[src/rtl/demultiplexer_1_2_4bit_buf.sv]
// Buffered 1:2 demux: one valid/ready input steered by a
// into two independent FIFOs, each with a delivered-word counter.
module demultiplexer_1_2_4bit_buf #(
  parameter int WIDTH = 4,
  parameter int DEPTH = 2
) (
  input  logic             clk,
  input  logic             rst,
  input  logic             a,
  input  logic [WIDTH-1:0] i,
  input  logic             i_valid,
  output logic             i_ready,
  output logic [WIDTH-1:0] o_0,
  output logic             o_0_valid,
  input  logic             o_0_ready,
  output logic [WIDTH-1:0] o_1,
  output logic             o_1_valid,
  input  logic             o_1_ready,
  output logic [3:0]       cnt_0,
  output logic [3:0]       cnt_1
);

  localparam int PW = (DEPTH > 2) ? 2 : 1;
  localparam int OW = PW + 1;
  localparam logic [OW-1:0] FULL = OW'(DEPTH);

  logic [1:0]       rdy;
  logic [1:0]       push;
  logic [1:0]       pop;
  logic [1:0]       full;
  logic [1:0]       empty;
  logic             acc;
  logic [WIDTH-1:0] head [2];
  logic [3:0]       cnt  [2];

  assign rdy     = {o_1_ready, o_0_ready};
  assign i_ready = ~full[a];
  assign acc     = i_valid & i_ready;
  assign push    = {a & acc, ~a & acc};

  for (genvar k = 0; k < 2; k++) begin : g_ch
    logic [WIDTH-1:0] mem [DEPTH];
    logic [PW-1:0]    wp;
    logic [PW-1:0]    rp;
    logic [OW-1:0]    occ;
    logic [3:0]       c;

    assign full[k]  = (occ == FULL);
    assign empty[k] = (occ == '0);
    assign pop[k]   = ~empty[k] & rdy[k];
    assign head[k]  = empty[k] ? '0 : mem[rp];
    assign cnt[k]   = c;

    // Storage has no reset; emptiness is tracked by occ.
    always_ff @(posedge clk) begin
      if (push[k] && !rst)
        mem[wp] <= i;
    end

    always_ff @(posedge clk) begin
      if (rst) begin
        wp  <= '0;
        rp  <= '0;
        occ <= '0;
        c   <= '0;
      end else begin
        if (push[k])
          wp <= wp + 1'b1;
        if (pop[k]) begin
          rp <= rp + 1'b1;
          c  <= c + 1'b1;
        end
        if (push[k] && !pop[k])
          occ <= occ + 1'b1;
        else if (pop[k] && !push[k])
          occ <= occ - 1'b1;
      end
    end
  end

  assign o_0       = head[0];
  assign o_1       = head[1];
  assign o_0_valid = ~empty[0];
  assign o_1_valid = ~empty[1];
  assign cnt_0     = cnt[0];
  assign cnt_1     = cnt[1];

endmodule
[config.mk]
export PLATFORM = sky130hd
export DESIGN_NAME = demultiplexer_1_2_4bit_buf
export DESIGN_NICKNAME = d
export VERILOG_FILES = /design/src/rtl/demultiplexer_1_2_4bit_buf.sv
export SDC_FILE = /design/constraint.sdc
export NUM_CORES = 1
export LEC_CHECK = 0
export BUFFER_PORTS_ARGS = -buffer_cell sky130_fd_sc_hd__buf_2
export CELL_PAD_IN_SITES_DETAIL_PLACEMENT = 1
export CELL_PAD_IN_SITES_GLOBAL_PLACEMENT = 2
export CORE_UTILIZATION = 36
export DETAILED_ROUTE_END_ITERATION = 7
export GPL_ROUTABILITY_DRIVEN = 0
export GPL_TIMING_DRIVEN = 0
export PLACE_DENSITY = 0.9
export SLEW_MARGIN = 0
export SYNTH_ARGS = -nofsm -noshare
export SYNTH_HDL_FRONTEND = slang
export SYNTH_SLANG_ARGS = --single-unit
[constraint.sdc]
create_clock -name clk -period 2.7 [get_ports clk]
set_clock_uncertainty 0.1 [all_clocks]
set_input_delay 0.27 -clock clk [delete_from_list [all_inputs] [get_ports clk]]
set_output_delay 0.27 -clock clk [all_outputs]
set_load 0.01 [all_outputs]
# After elaboration in Yosys (flattened, before gate mapping)
# Memories as Yosys holds them, arrays and structs flattened. A register that Yosys moved wholly into a read port is not among the register bits.
# Cells that the tools add are included.
totals:
  out_inout_bits: 19
  word_cells: 63
  ramBits: 16
  input_bits: 10
  ff_bits: 16
  memories: 2
op_classes:
  eq_ne: 2
  order_cmp: 1
  muxes: 16
  addsub: 10
  n_bitwise: 9
  n_reduce_logical: 15
memory_table:
  columns: ["memory", "words", "word_bits", "rd", "rd_clocked_by_memory_dff", "write_ports", "line", "rtl"]
  rows:
  - ["g_ch[0].mem", 2, 4, 1, 1, 1, "42", "logic [WIDTH-1:0] mem [DEPTH];"]
  - ["g_ch[1].mem", 2, 4, 1, 1, 1, "42", null]
op_table:
  columns: ["op", "count"]
  rows:
  - ["$mux W1", 10]
  - ["$add A4 B1 Y4 const B", 2]
  - ["$mux W2", 4]
  - ["$mux W4", 2]
  - ["$logic_and A1 B1 Y1", 6]
  - ["$and A1 B1 Y1", 5]
  - ["$logic_not A1 Y1", 5]
  - ["$add A1 B1 Y1 const B", 4]
  - ["$add A2 B1 Y2 const B", 2]
  - ["$eq A2 B2 Y1 const B", 2]
  - ["$logic_not A2 Y1", 2]
  - ["$not A1 Y1", 4]
  - ["$reduce_bool A2 Y1", 2]
  - ["$sub A2 B1 Y2 const B", 2]
  - ["$lt A1 B2 Y1 const B", 1]

# Longest topological paths before layout
# Gate-level depths: netlist (run 1).
logic_depth:
  depth_word: 10
  depth_mapped: 8
  depth_no_buf: 7

# Worst setup path after synthesis (run 1)
# No wires, ideal clock.
synth_timing:
  path_type: "register to register"
  from: "register g_ch[0].occ[0]"
  to: "register g_ch[0].occ[1]"
  period_less_slack_ns: 1.737
  path_stages_with_launch: 8
  t_required_ns: 2.529
  path_buffers: 1
  arrival_ns: 1.566
  slack_ns: 0.963
  setup_ns: 0.071
  path_cell_list: "dfxtp_1 buf_4 or2b_1 nand2b_1 inv_1 ha_1 or3_1 a21oi_1"
synth_via:
  elab_chain_cells: 9
  elab_cells_between_ends: 18
  cone_classes: "add/sub (2); eq/ne (1); mux (4); bitwise (5); reduce/logical (6)"
synth_lines:
  columns: ["element", "line", "rtl"]
  rows:
  - ["start, declared", "45", "logic [OW-1:0] occ;"]
  - ["start signal, assigned", "74", "occ <= occ + 1'b1;"]
  - ["start signal, assigned", "76", "occ <= occ - 1'b1;"]
  - ["$eq A2 B2 Y1 (*)", "48", "assign full[k] = (occ == FULL);"]
  - ["$mux W1 (implied by the code) (*) (2 in series)", "37", "assign i_ready = ~full[a];"]
  - ["$not A1 Y1 (*)", "37", null]
  - ["$and A1 B1 Y1 (*)", "38", "assign acc = i_valid & i_ready;"]
  - ["$and A1 B1 Y1 (*)", "39", "assign push = {a & acc, ~a & acc};"]
  - ["via push[0]", "28", "logic [1:0] push;"]
  - ["$logic_not A1 Y1", "75", "else if (pop[k] && !push[k])"]
  - ["$logic_and A1 B1 Y1", "75", null]
  - ["$reduce_bool A2 Y1 (no source line)", null, null]
# Mark *: on every way through the listed nets, which the timed path passes. The rest lies on a longest branch. The select of a mux whose other input is x is not followed.
# A chain may end at the register's enable or synchronous reset.

# Worst setup path in the final report (run 1)
layout_timing:
  from: "register g_ch[1].occ[1]"
  to: "register g_ch[1].occ[1]"
layout_via:
  elab_chain_cells: 9
  elab_cells_between_ends: 18
  cone_classes: "add/sub (2); eq/ne (1); mux (4); bitwise (5); reduce/logical (6)"
layout_lines:
  columns: ["element", "line"]
  rows:
  - ["start, declared", "45"]
  - ["start signal, assigned", "74"]
  - ["start signal, assigned", "76"]
  - ["$eq A2 B2 Y1 (*)", "48"]
  - ["$mux W1 (implied by the code) (*) (2 in series)", "37"]
  - ["$not A1 Y1 (*)", "37"]
  - ["$and A1 B1 Y1 (*)", "38"]
  - ["$and A1 B1 Y1 (*)", "39"]
  - ["via push[1]", "28"]
  - ["$logic_not A1 Y1", "75"]
  - ["$logic_and A1 B1 Y1", "75"]
  - ["$reduce_bool A2 Y1 (no source line)", null]
# Marked as above.

==> results of run 1 <==
==> Yosys cell counts (all sizes together) <==
library cell,n
inv,4
xor2,10
or2,1
nand2,1
a21oi,7
mux2i,10
or3,6
nor3,2
nor3b,2
dfxtp,18
edfxtp,16
nand2b,2
ha,4
nor2b,2
buf,2
clkbuf,4
or2b,1
nand3,2
o211ai,2
o21ai,8
nor2,23
==> final cells by class <==
| class | count | area [um2] |
|---|---|---|
| fill | 440 | 2010 |
| sequential | 34 | 841 |
| multi-input combinational | 83 | 537 |
| timing repair buffer | 28 | 140 |
| clock buffer | 6 | 72.6 |
| tap | 48 | 60.1 |
| buffer | 6 | 30.0 |
| inverter | 4 | 15.0 |
| clock inverter | 2 | 8.76 |
==> per-layer routing <==
metal / GRT usage / up-vias / part of all wire
met1: 0.171 / 483 / 0.42
met3: 0.0405 / 4 / 0.043
met5: 0 / - / 0
met2: 0.270 / 23 / 0.53
li1: - / 504 / -
met4: 0.0583 / 0 / 0.010
==> cell usage in the layout (no fill, tap or decap), types with 2 or more instances in the layout <==
cell | synthesis | layout
o21ai_2 | 2 | 2
dfxtp_1 | 18 | 18
nor3_1 | 2 | 2
a21oi_1 | 7 | 7
clkbuf_8 | 0 | 5
edfxtp_1 | 16 | 16
or3_1 | 6 | 6
nor2_1 | 23 | 23
clkbuf_1 | 4 | 5
nor3b_1 | 2 | 2
nand3_1 | 2 | 2
buf_4 | 2 | 2
xor2_1 | 10 | 10
ha_1 | 4 | 4
mux2i_1 | 10 | 10
buf_2 | 0 | 28
o211ai_1 | 2 | 2
nand2b_1 | 2 | 2
inv_1 | 4 | 4
nor2b_1 | 2 | 2
o21ai_0 | 6 | 6
==> registers in the layout, indices dropped and copies added (netlist names), named ones only <==
name and flops:
g_ch.mem 16, cnt_0 4, cnt_1 4, g_ch.occ 4
g_ch.rp 2, g_ch.wp 2
==> path summary, 6_finish.rpt <==
kind | to
worst max-delay path | g_ch[1].occ[1]
worst min-delay path | g_ch[1].mem[1][1]
worst max register to register | g_ch[1].occ[1]
worst min register to register | cnt_1[3]
==> stage by stage <==
stage | utilization | hold WS [ns] | area (um2)
after floorplan | - | 0.269 | 1420
after global placement | 0.437 | 0.372 | 1620
after detailed placement | 0.437 | 0.385 | 1620
after CTS | 0.459 | 0.113 | 1700
after global routing | 0.459 | 0.119 | 1700
final | 0.459 | 0.115 | 1700
==> power by group through the flow <==
stage | sequential [W] | combinational [W] | clock (W)
final | 0.000679 | 0.000579 | 0.000352
after global routing | 0.000690 | 0.000664 | 0.000383
after CTS | 0.000681 | 0.000592 | 0.000361
after detailed placement | 0.000692 | 0.000591 | 0
after global placement | 0.000685 | 0.000561 | 0
after floorplan | 0.000685 | 0.000402 | 0
==> logic make-up after synthesis <==
group	synth area share
buffers and inverters	0.0317
XOR/XNOR	0.0616
AND/OR/NAND/NOR	0.142
AO/OA/AOI/OAI	0.0686
multiplexers	0.0704
flip-flops	0.591
adder cells (fa/ha/maj)	0.0352
==> metrics.md, run 1 <==
| Metric | Value |
|---|---|
| Max Root-Sink Buffers | 2 |
| RSZ-0062 raised after global routing | no |
| Tightest Hold Check Type | primary input to register |
| Slew Viols, Final | 0 |
| Placement Setup Slack | 0.792 ns |
| TritonCTS Buffers | 5 |
| DR vias | 1014 |
| DRC | 0 |
| 1st-iter DRT viols | 9 |
| Slowest stage delay, CP | between 0.4 and 0.5 ns |
| Worst r2r path cells | 6 |
| Initial antenna violation count | 0 |
| Maxcap violations | 0 |
| PnR worst setup slack | approximately 0.75 ns |
| Area grow syn2layout | 19.8% |
| Max_slew headroom | 0.587 |
| Slowest CP cell | dfxtp_1 |
| Post-synthesis sequential area ratio | 0.591 |
| Leakage | a little over 0.7 nW |
| Setup violations, final | 0 |
| Layout cell share with drive strength beyond 1 | 0.233 |
| Clock-pin slew on the worst setup and hold paths | ~0.070 ns |
| HPWL after DPL | 2160 um |
| Crit path max-delay family | simple AND/OR/NAND/NOR gates |
| Placed cells | roughly 200 |
| I/O pins | 29 |
| CTS Sinks | 34 |
| Reg2Reg Launch Point | g_ch[1].occ[1] |
| CTS tree | built |
| Worst skew pair latency | roughly 0.28 ns |
| #FFs+latches synth | 34 |
| # H-tree levels | 2 |
| Core area | between 0.003 and 0.004 mm2 |
| Non-Filler Instances | 211 |
| Total power | between 0.0015 and 0.002 W |
| Post-CTS resize count | 0 |
| Clock network fraction of design power | 0.219 |
| GR Util All Layers | 0.152 |
| Port bufs | 28 |
| Vias in the first global route | about 1100 |
| Nets@finish | 176 |
| Startpoint Class | register |
| Sequential share of power | 0.422 |
| Antenna Nets Post-Route | 0 |
| Worst path cell trace | nor2b_1 > or2_1 > inv_1 > ha_1 > or3_1 > a21oi_1 |
| First-pass GRT wire length | about 4700 um |
| Area contributors post-synth | edfxtp_1 34%, dfxtp_1 25%, mux2i_1 7.0% |
| Min cycle time layout | about 1.9 ns |
| Avg WL per Cell | 13.1 um |
| Distinct cells, synth | 22 |
| Die Span Y | around 65 um |
| Diodes inserted | 0 |
| Int Pwr | approximately 0.0010 W |
| First drt pass iteration count | 3 |
| Cells after Synth | ~130 |
| Hold Buf Count CTS | 0 |
| Crit path depth | 6 |
| Outcome | complete, no violations |
| Post-synth top area share | 0.338 |
| Site Rows | 22 |
| Setup TNS | 0 ns |
| CP bufs+invs | 1 |
| Via-to-Cell Ratio | just under 5 |
| Critical Path End Type | register |
| Critical Path AT | between 2 and 2.5 ns |
| Warnings, synthesis | 0 |
| R2R Setup Slk | ~0.75 ns |
| Critical Path Fanout Max | 6 |
| GR Overflow Total | 0 |
| Mapped Nets | roughly 140 |
| Pin count of the biggest net entering global routing | 11 |
| Hold Path Stages | 1 |
| Startpoint of the worst hold path | i[1] |
| Post-synth top area cell | edfxtp_1 |
| Final Hold Vio Count | 0 |
| Starting Density | 0.383 |
| Crit. Startpoint | g_ch[1].occ[1] |
| Req. time, crit path | ~2.8 ns |
| Worst-Margin Slew | 0.619 ns |
| Setup Buffers After CTS | 0 |
| Power Density | between 900 and 1000 mW/mm2 |
| Net Switching | about 0.00056 W |
| Critical path class | register to register |
| Switching Fraction | 0.350 |
| Max rail drop VDD | ~0.35 mV |
| Total Routed Length | 2760 um |
| Comb pwr share | 0.360 |
| F_max | approximately 500 MHz |
| Cell Area, Synth | 0.00142 mm2 |
| Fin crit share | 0.722 |
| Root Buffer | clkbuf_8 |
| Mean Syn Cell Area | ~11 um2 |
| Die area | around 0.0042 mm2 |
| Die width | roughly 65 um |
Note: power is estimated with default switching activity, not from simulation.
==> inputs of run 2 (changes only) <==
--- a/config.mk
+++ b/config.mk
@@ -5,14 +5,15 @@
 export SDC_FILE = /design/constraint.sdc
 export NUM_CORES = 1
 export LEC_CHECK = 0
+export ABC_AREA = 1
 export BUFFER_PORTS_ARGS = -buffer_cell sky130_fd_sc_hd__buf_2
 export CELL_PAD_IN_SITES_DETAIL_PLACEMENT = 1
 export CELL_PAD_IN_SITES_GLOBAL_PLACEMENT = 2
-export CORE_UTILIZATION = 36
+export CORE_UTILIZATION = 32
 export DETAILED_ROUTE_END_ITERATION = 7
 export GPL_ROUTABILITY_DRIVEN = 0
 export GPL_TIMING_DRIVEN = 0
-export PLACE_DENSITY = 0.9
+export PLACE_DENSITY = 0.87
 export SLEW_MARGIN = 0
 export SYNTH_ARGS = -nofsm -noshare
 export SYNTH_HDL_FRONTEND = slang
==> constraint.sdc (replaced) <==
create_clock -name clk -period 2 [get_ports clk]
set_clock_uncertainty 0.1 [all_clocks]
set_input_delay 0.2 -clock clk [delete_from_list [all_inputs] [get_ports clk]]
set_output_delay 0.2 -clock clk [all_outputs]
set_load 0.01 [all_outputs]
==> run 2 against run 1 <==
Against the previous run:
- design area grew 5.8%
- sequential share of layout area shrank 2.7 points
- worst hold slack lost 0.066 ns
- utilization shrank 4.7 points
- flip-flop and latch count is the same
- combinational power shrank 21%
- wire length shrank 1.8%
==> metrics.md, run 2 <==
| Metric | Value |
|---|---|
| Outcome | complete, no violations |
| I/O pins | 29 |
| Total Routed Length | approximately 2700 um |
| Post-CTS resize count | 0 |
| Antenna Nets Post-Route | 0 |
| #FFs+latches synth | 34 |
| Die Span Y | 69.6 um |
| Worst-Margin Slew | approximately 0.56 ns |
| Final core occ | 0.411 |
| GR Util All Layers | 0.126 |
| Max rail drop VDD | around 0.38 mV |
| Post-synth top area cell | edfxtp_1 |
| Maxcap violations | 0 |
| Slew Viols, Final | 0 |
| Max reg flops | 16 |
| DRC | 0 |
| Final Hold Vio Count | 0 |
| RSZ-0062 raised after global routing | no |
| Avg WL per Cell | 10.7 um |
| Die width | a little under 70 um |
| Critical Path Fanout Max | 5 |
| Warnings, synthesis | 0 |
| Critical path class | register to register |
| Pin count of the biggest net entering global routing | 13 |
| Port bufs | 28 |
| Core area | 0.00438 mm2 |
| Req. time, crit path | about 2.1 ns |
| Site Rows | 24 |
| Die area | about 0.0048 mm2 |
| Tightest Hold Check Type | primary input to register |
| Distinct cells, synth | 19 |
| Power Density | around 1100 mW/mm2 |
| CTS Sinks | 34 |
| Mapped Nets | 180 |
| 1st-iter DRT viols | 28 |
| Max_slew headroom | 0.625 |
| First drt pass iteration count | 4 |
| Most frequent cells in the layout | 39 x nand2_1, 29 x buf_2, 21 x inv_1, 20 x nor2_1, 20 x a21oi_1 |
| Diodes inserted | 0 |
| Min cycle time layout | 1.80 ns |
| TritonCTS Buffers | 5 |
| Area contributors post-synth | edfxtp_1 33%, dfxtp_1 25%, nand2_1 10% |
| Nets@finish | 215 |
| Worst r2r path cells | 8 |
| Max Root-Sink Buffers | 2 |
| Cells after Synth | ~170 |
| Root Buffer | clkbuf_8 |
| Critical Path End Type | register |
| Synth async-reset ratio | 0 |
| Mean Syn Cell Area | approximately 9 um2 |
| Setup violations, final | 0 |
| Most common cell in the synthesized netlist | nand2_1 |
| Top FF cell, synth | dfxtp_1 |
| Setup Buffers After CTS | 0 |
| Fin crit share | 0.902 |
| Critical Path AT | approximately 1.9 ns |
| Layout fillers | around 530 |
| Initial antenna violation count | 0 |
| GR Overflow Total | 0 |
| Clock-pin slew on the worst setup and hold paths | roughly 0.070 ns |
| Hold Buf Count CTS | 0 |
| Top cells by count, synth | 39 x nand2_1, 21 x inv_1, 20 x a21oi_1, 20 x nor2_1, 18 x dfxtp_1 |
| Worst skew pair latency | about 0.28 ns |
| Vias in the first global route | roughly 1100 |
| Largest Register | g_ch.mem |
| DR vias | ~1200 |
| Via-to-Cell Ratio | 4.58 |
| Post-synth top area share | 0.329 |
| Post-synth EDFFs | 16 |
| Layout cell share with drive strength beyond 1 | 0.218 |
| Post-synthesis sequential area ratio | 0.576 |
| First-pass GRT wire length | 4760 um |
| Startpoint Class | register |
| Hold Path Stages | 1 |
| Commonest non-fill, non-tap cell in the layout | nand2_1 |
| F_max | roughly 550 MHz |
| Area grow syn2layout | 23.5% |
| Cell Area, Synth | approximately 0.0015 mm2 |
| Starting Density | 0.333 |
| HPWL after DPL | 2120 um |
| CTS tree | built |
| # H-tree levels | 2 |
| Setup TNS | 0 ns |
| Leakage | between 0.8 and 0.9 nW |
## run 2: cell type report
class	instances	area, um2	area share
Clock inverter	3	68.8	0.0382
Clock buffer	5	68.8	0.0382
Timing Repair Buffer	28	140	0.0777
Sequential cell	34	841	0.466
Inverter	22	82.6	0.0458
Tap cell	52	65.1	0.0361
Buffer	1	5.00	0.00278
Multi-Input combinational cell	109	532	0.295
## run 2: critical path, cell delays in order, from the launching register on
cell and delay [ns]:
dfxtp_1 0.34, inv_1 0.10, o211ai_1 0.37, inv_1 0.09
ha_1 0.33, a21oi_1 0.14, nand2_1 0.08, nor2_1 0.10
nor2_1 0.05
## run 2: cells by family (layout without fill, tap and decap cells)
family	after synthesis	count (layout)	share of synthesized area
AND/OR/NAND/NOR	72	72	0.213
flip-flops	34	34	0.576
AO/OA/AOI/OAI	32	32	0.111
buffers and inverters	23	59	0.0600
adder cells (fa/ha/maj)	4	4	0.0343
XOR/XNOR	1	1	0.00600
## run 2: power breakdown
| part | total [W] | internal (W) | leakage [nW] | switching, W |
|---|---|---|---|---|
| Combinational | 0.000455 | 0.000165 | 0.449 | 0.000290 |
| Clock | 0.000741 | 0.000499 | 0.0683 | 0.000242 |
| Sequential | 0.000859 | 0.000799 | 0.293 | 0.0000607 |
## run 2: path summary, 6_finish.rpt
check | start | slack (ns) | to
setup / recovery | g_ch[0].occ[1] | 0.20 | g_ch[0].occ[1]
hold / removal | i[0] | 0.05 | g_ch[0].mem[0][0]
setup reg to reg | g_ch[0].occ[1] | 0.20 | g_ch[0].occ[1]
hold reg to reg | g_ch[1].rp | 0.35 | g_ch[1].rp
## run 2: through the flow
step	total power (W)	setup slack (ns)	cells	hold WS (ns)	cell area (um2)
after floorplan	0.00118	0.418	166	0.169	1460
after global placement	0.00133	0.236	246	0.325	1670
after detailed placement	0.00134	0.200	246	0.331	1670
after CTS	0.00209	0.169	254	0.0408	1800
after global routing	0.00219	0.0455	254	0.0454	1800
final	0.00205	0.195	254	0.0489	1800
## run 2: metal layers
metal | wire length (um) | up-vias | share of wire | GRT usage
met5 | 0 | - | 0 | 0
met4 | 52 | 0 | 0.019 | 0.0544
met3 | 129 | 5 | 0.048 | 0.0320
met2 | 1170 | 27 | 0.43 | 0.195
met1 | 1370 | 522 | 0.50 | 0.168
li1 | - | 610 | - | -
